$ cat src/rtl/hdr_byte_serializer.sv
// hdr_byte_serializer
// Captures a left-aligned header image and streams it out one byte per
// accepted transfer, MSB-first, over a valid/ready byte interface.
// Optional feature: define CHKSUM_EN to add the chkSum output, a 16-bit
// ones-complement checksum over the bytes actually transferred.
module hdr_byte_serializer #(
  parameter int MAX_BYTES = 42,
  parameter int LEN_W     = $clog2(MAX_BYTES + 1)
) (
  input  logic                   clk,
  input  logic                   rst,
  input  logic [8*MAX_BYTES-1:0] hdrIn,
  input  logic [LEN_W-1:0]       hdrLen,
  input  logic                   start,
  output logic                   busy,
  output logic [7:0]             data,
  output logic                   dataValid,
  input  logic                   dataReady,
  output logic                   dataLast,
  output logic                   done
`ifdef CHKSUM_EN
  ,
  output logic [15:0]            chkSum
`endif
);

  localparam int HDR_W = 8 * MAX_BYTES;
  localparam logic [LEN_W-1:0] MAX_LEN = LEN_W'(MAX_BYTES);

  localparam logic [1:0] IDLE = 2'd0;
  localparam logic [1:0] SEND = 2'd1;
  localparam logic [1:0] DONE = 2'd2;

  logic [1:0]       stateReg;
  logic [1:0]       stateNext;
  logic [HDR_W-1:0] shiftReg;
  logic [LEN_W-1:0] countReg;
  logic [LEN_W-1:0] loadCount;
  logic             startAccept;
  logic             xfer;
  logic             lastXfer;

  // A zero-length request is simply not accepted, so IDLE is kept.
  assign startAccept = (stateReg == IDLE) && start && (hdrLen != '0);
  assign loadCount   = (hdrLen > MAX_LEN) ? MAX_LEN : hdrLen;

  // All handshake outputs decode directly from registered state, so they
  // cannot change while the downstream stalls and reset clears them at once.
  assign dataValid = (stateReg == SEND);
  assign dataLast  = dataValid && (countReg == LEN_W'(1));
  assign busy      = (stateReg != IDLE);
  assign done      = (stateReg == DONE);
  assign data      = dataValid ? shiftReg[HDR_W-1 -: 8] : 8'h00;
  assign xfer      = dataValid && dataReady;
  assign lastXfer  = xfer && dataLast;

  // Next-state decode: DONE always lasts exactly one cycle.
  always_comb begin
    stateNext = stateReg;
    case (stateReg)
      IDLE:    if (startAccept) stateNext = SEND;
      SEND:    if (lastXfer)    stateNext = DONE;
      DONE:    stateNext = IDLE;
      default: stateNext = IDLE;
    endcase
  end

  // State register.
  always_ff @(posedge clk or posedge rst) begin
    if (rst) begin
      stateReg <= IDLE;
    end else begin
      stateReg <= stateNext;
    end
  end

  // Header shift register and remaining-byte counter; the image is frozen
  // at capture so later hdrIn/hdrLen activity is irrelevant.
  always_ff @(posedge clk or posedge rst) begin
    if (rst) begin
      shiftReg <= '0;
      countReg <= '0;
    end else if (startAccept) begin
      shiftReg <= hdrIn;
      countReg <= loadCount;
    end else if (xfer) begin
      shiftReg <= {shiftReg[HDR_W-9:0], 8'h00};
      countReg <= countReg - LEN_W'(1);
    end
  end

`ifdef CHKSUM_EN
  logic [15:0] accReg;
  logic [7:0]  hiByteReg;
  logic        oddReg;
  logic        addEn;
  logic [15:0] addWord;
  logic [16:0] rawSum;
  logic [15:0] foldSum;

  // Pick the 16-bit word to add: a completed big-endian pair, or a final
  // odd byte padded with a zero low byte.
  always_comb begin
    addEn   = 1'b0;
    addWord = 16'h0000;
    if (xfer) begin
      if (oddReg) begin
        addEn   = 1'b1;
        addWord = {hiByteReg, data};
      end else if (dataLast) begin
        addEn   = 1'b1;
        addWord = {data, 8'h00};
      end
    end
  end

  // End-around carry folded on every add; the folded result never
  // carries again because both operands are at most 16'hFFFF.
  assign rawSum  = {1'b0, accReg} + {1'b0, addWord};
  assign foldSum = rawSum[15:0] + {15'd0, rawSum[16]};

  // Accumulator: cleared on an accepted start, updated per word.
  always_ff @(posedge clk or posedge rst) begin
    if (rst) begin
      accReg    <= 16'h0000;
      hiByteReg <= 8'h00;
      oddReg    <= 1'b0;
    end else if (startAccept) begin
      accReg    <= 16'h0000;
      hiByteReg <= 8'h00;
      oddReg    <= 1'b0;
    end else if (xfer) begin
      oddReg <= ~oddReg;
      if (!oddReg) hiByteReg <= data;
      if (addEn) accReg <= foldSum;
    end
  end

  // Final value is complete in the DONE cycle and holds until next start.
  assign chkSum = ~accReg;
`endif

endmodule

$ cat config.mk
export PLATFORM = sky130hd
export DESIGN_NAME = hdr_byte_serializer
export DESIGN_NICKNAME = d
export VERILOG_FILES = /design/src/rtl/hdr_byte_serializer.sv
export SDC_FILE = /design/constraint.sdc
export NUM_CORES = 1
export LEC_CHECK = 0
export ABC_AREA = 1
export BUFFER_PORTS_ARGS = -buffer_cell sky130_fd_sc_hd__clkbuf_2
export CAP_MARGIN = 25
export CORE_MARGIN = 10
export CORE_UTILIZATION = 41
export CTS_BUF_LIST = sky130_fd_sc_hd__clkbuf_4 sky130_fd_sc_hd__clkbuf_8
export CTS_CLUSTER_SIZE = 25
export DETAILED_ROUTE_END_ITERATION = 8
export HOLD_SLACK_MARGIN = 0.06
export PLACE_DENSITY = 0.71
export SLEW_MARGIN = 40
export SYNTH_ARGS = -nofsm -noshare
export SYNTH_HDL_FRONTEND = slang
export SYNTH_SLANG_ARGS = --single-unit
$ cat constraint.sdc
create_clock -name clk -period 12.9 [get_ports clk]
set_input_delay 1.29 -clock clk [delete_from_list [all_inputs] [get_ports clk]]
set_output_delay 1.29 -clock clk [all_outputs]
set_load 0.05 [all_outputs]
==> results.toml <==
[sta]
drv_slew = 0
tns_ns = 0
period_share = 0.315
worst_pin_slew_ns = 0.829
rsz0062_at_grt = "false"
fin_skew_ns = 0.0258
fmax_ghz = 0.246
period_minus_slack_ns = 4.07
timing.slew.headroom = 0.448
setup_viol = 0
worst_slack_ns = 8.83
hold_ws_ns = 0.490
hold_viol = 0

[synthesis]
synth_commonest_cells = "805 x nand3_1, 573 x nand2_1, 344 x dfrtp_1"
synth.most_common_cell = "nand3_1"
yosysTopAreaCellShare = 0.541
synthDistinctLibCells = 16
async_flop_share = 1.00
synthFlopType = "dfrtp_1"
ys_ff_latch = 344
yosysWarnings = 0
synth_seq_area_share = 0.541
synth_edf_count = 0
avgSynthCellArea_um2 = 8.20
synth_top_cell_by_area = "dfrtp_1"
synth_area_mm2 = 0.0159
synthCells = 1941
synth_area_leaders = "dfrtp_1 54%, nand3_1 25%, nand2_1 14%"
syn_nets = 2289

[placement]
place_ws_ns = 8.06
io_buffers = 357
dp_cells = 2669
routabilityCongestion = 0.879
dp.final_hpwl_um = 33100

[route]
firstDrtPassIters = 5
wl_per_cell_um = 17.9
wirelength_um = 49700
vias_per_cell = 5.35
vias = 14900
drt_iter0_markers = 1713
antenna_left = 0
drc_errors = 0

[global_routing]
grt_antenna_before_repair = 0
grt_max_degree = 151
gr-total-overflow = 0
track_usage = 0.204
grt_pass1_vias = 15100
grt_pass1_wl_um = 79500

[worst_setup_path]
start_kind = "input pin"
r2r_slack_ns = 9.09
cp_data_arrival_time_ns = 4.66
path_buf_inv = 5
cp_slowest_stage_delay_ns = 0.61
cp_max_fo = 127
critPathSlowestCell = "buf_6"
reg2reg_depth = 10
cp_cell_sequence = "clkbuf_2 -> nor2_1 -> nand3_1 -> nand2_8 -> inv_8 -> buf_16 -> buf_6 -> buf_6 -> nand2_1 -> nand3_1"
reg2reg_to = "shiftReg[295]"
reg2reg_from = "stateReg[1]"
crit_family = "buffers and inverters"
timing_worst_setup_path_type = "input pin to flip-flop"
worst_setup_path_end_kind = "flip-flop"
required_ns = 13.49

[cells_and_area]
finish.utilization = 0.497
fin_cells = 2781
seqCellArea_mm2 = 0.00861
fillers = 3706
multi_input_comb_area_mm2 = 0.00637
syn2layout_area_growth_pct = 20.4
num_antenna_cells = 0
num-nets-final = 2564
drive_gt1_frac = 0.217

[clocking]
cts_sinks = 344
clockBufferDepth = 3
h-tree-depth = 2
cts_resized = 0
post_cts_buffers = 0
path_clk_slew_ns = 0.06
cts_hold_buf = 0
clk_latency_ns = 0.66
cts_tree = "done"
cts_root_buf = "clkbuf_8"
cts_made_buffers = 61

[run_status]
outcome = "finished clean"

[flow_run]
drv_cap = 0

[min_path]
whs_path_depth = 2
min_from = "shiftReg[228]"
holdPathEnd = "shiftReg[236]"
min_path_type = "flip-flop to flip-flop"

[power]
powerDensity_mw_per_mm2 = 216
vdd_ir_drop_max_v = 0.0000962
p_leak_uw = 0.00973

[floorplan]
num_rows = 72
die_width_um = 217
die-area_mm2 = 0.0471
core_mm2 = 0.0386
initial_core_util = 0.413
die_h_um = 217
io_pins = 358
[worst min-delay path: stages (launching register included)]
cell and delay [ns]:
dfrtp_1 0.34, nand2_1 0.05, nand3_1 0.07
[kinds of logic after synthesis]
| kind of cell | after synthesis | share of synthesized area |
|---|---|---|
| compound gates | 3 | 0.000943 |
| fa+ha+maj | 2 | 0.00157 |
| simple gates | 1405 | 0.396 |
| flops | 344 | 0.541 |
| buf+inv | 187 | 0.0608 |
[how the worst max path moves through the flow]
stage / depth (start not counted) / startpoint / to
after global routing: 10 / hdrLen[1] / shiftReg[295]
after detailed placement: 9 / hdrLen[0] / shiftReg[295]
after global placement: 9 / hdrLen[0] / shiftReg[316]
after floorplan: 1 / rst / countReg[0]
final: 10 / hdrLen[0] / shiftReg[295]
after CTS: 9 / hdrLen[0] / shiftReg[295]
[flip-flops by register name, indices dropped and copies added (netlist names)]
name,cells
countReg,6
shiftReg,336
stateReg,2
[power breakdown]
part           switching, uW  internal, uW
logic                    766           433
clock network            469           663
registers                267          1530
[per-stage QoR]
step / power [uW] / instance area (um2)
3_5_place_dp: 3010 / 17700
5_1_grt: 4420 / 19200
4_1_cts: 4160 / 19100
3_3_place_gp: 2940 / 17600
6_report: 4130 / 19200
2_1_floorplan: 2680 / 15900
[metal layers]
metal / vias to the layer above / track usage / share of wire
met5: - / 0 / 0
met2: 597 / 0.320 / 0.47
met3: 94 / 0.0537 / 0.081
met4: 0 / 0.0743 / 0.027
met1: 7113 / 0.268 / 0.43
li1: 7081 / - / -
[cells in the final DEF (no fill, tap or decap), drive strengths merged]
| cell type | count |
|---|---|
| a21oi | 1 |
| buf | 18 |
| clkinv | 10 |
| nor2 | 22 |
| ha | 2 |
| inv | 24 |
| nand4 | 3 |
| bufinv | 4 |
| nand2 | 575 |
| dfrtp | 344 |
| clkbuf | 453 |
| o21ai | 2 |
| nand3 | 805 |
[layout make-up]
class                           count  share of cell area
Inverter                           24             0.00575
Multi-Input combinational cell   1410               0.332
Tap cell                          518              0.0338
Timing Repair Buffer              375               0.108
Clock inverter                     14             0.00908
Sequential cell                   344               0.449
Clock buffer                       96              0.0621
Power figures use the tool's default switching activity.
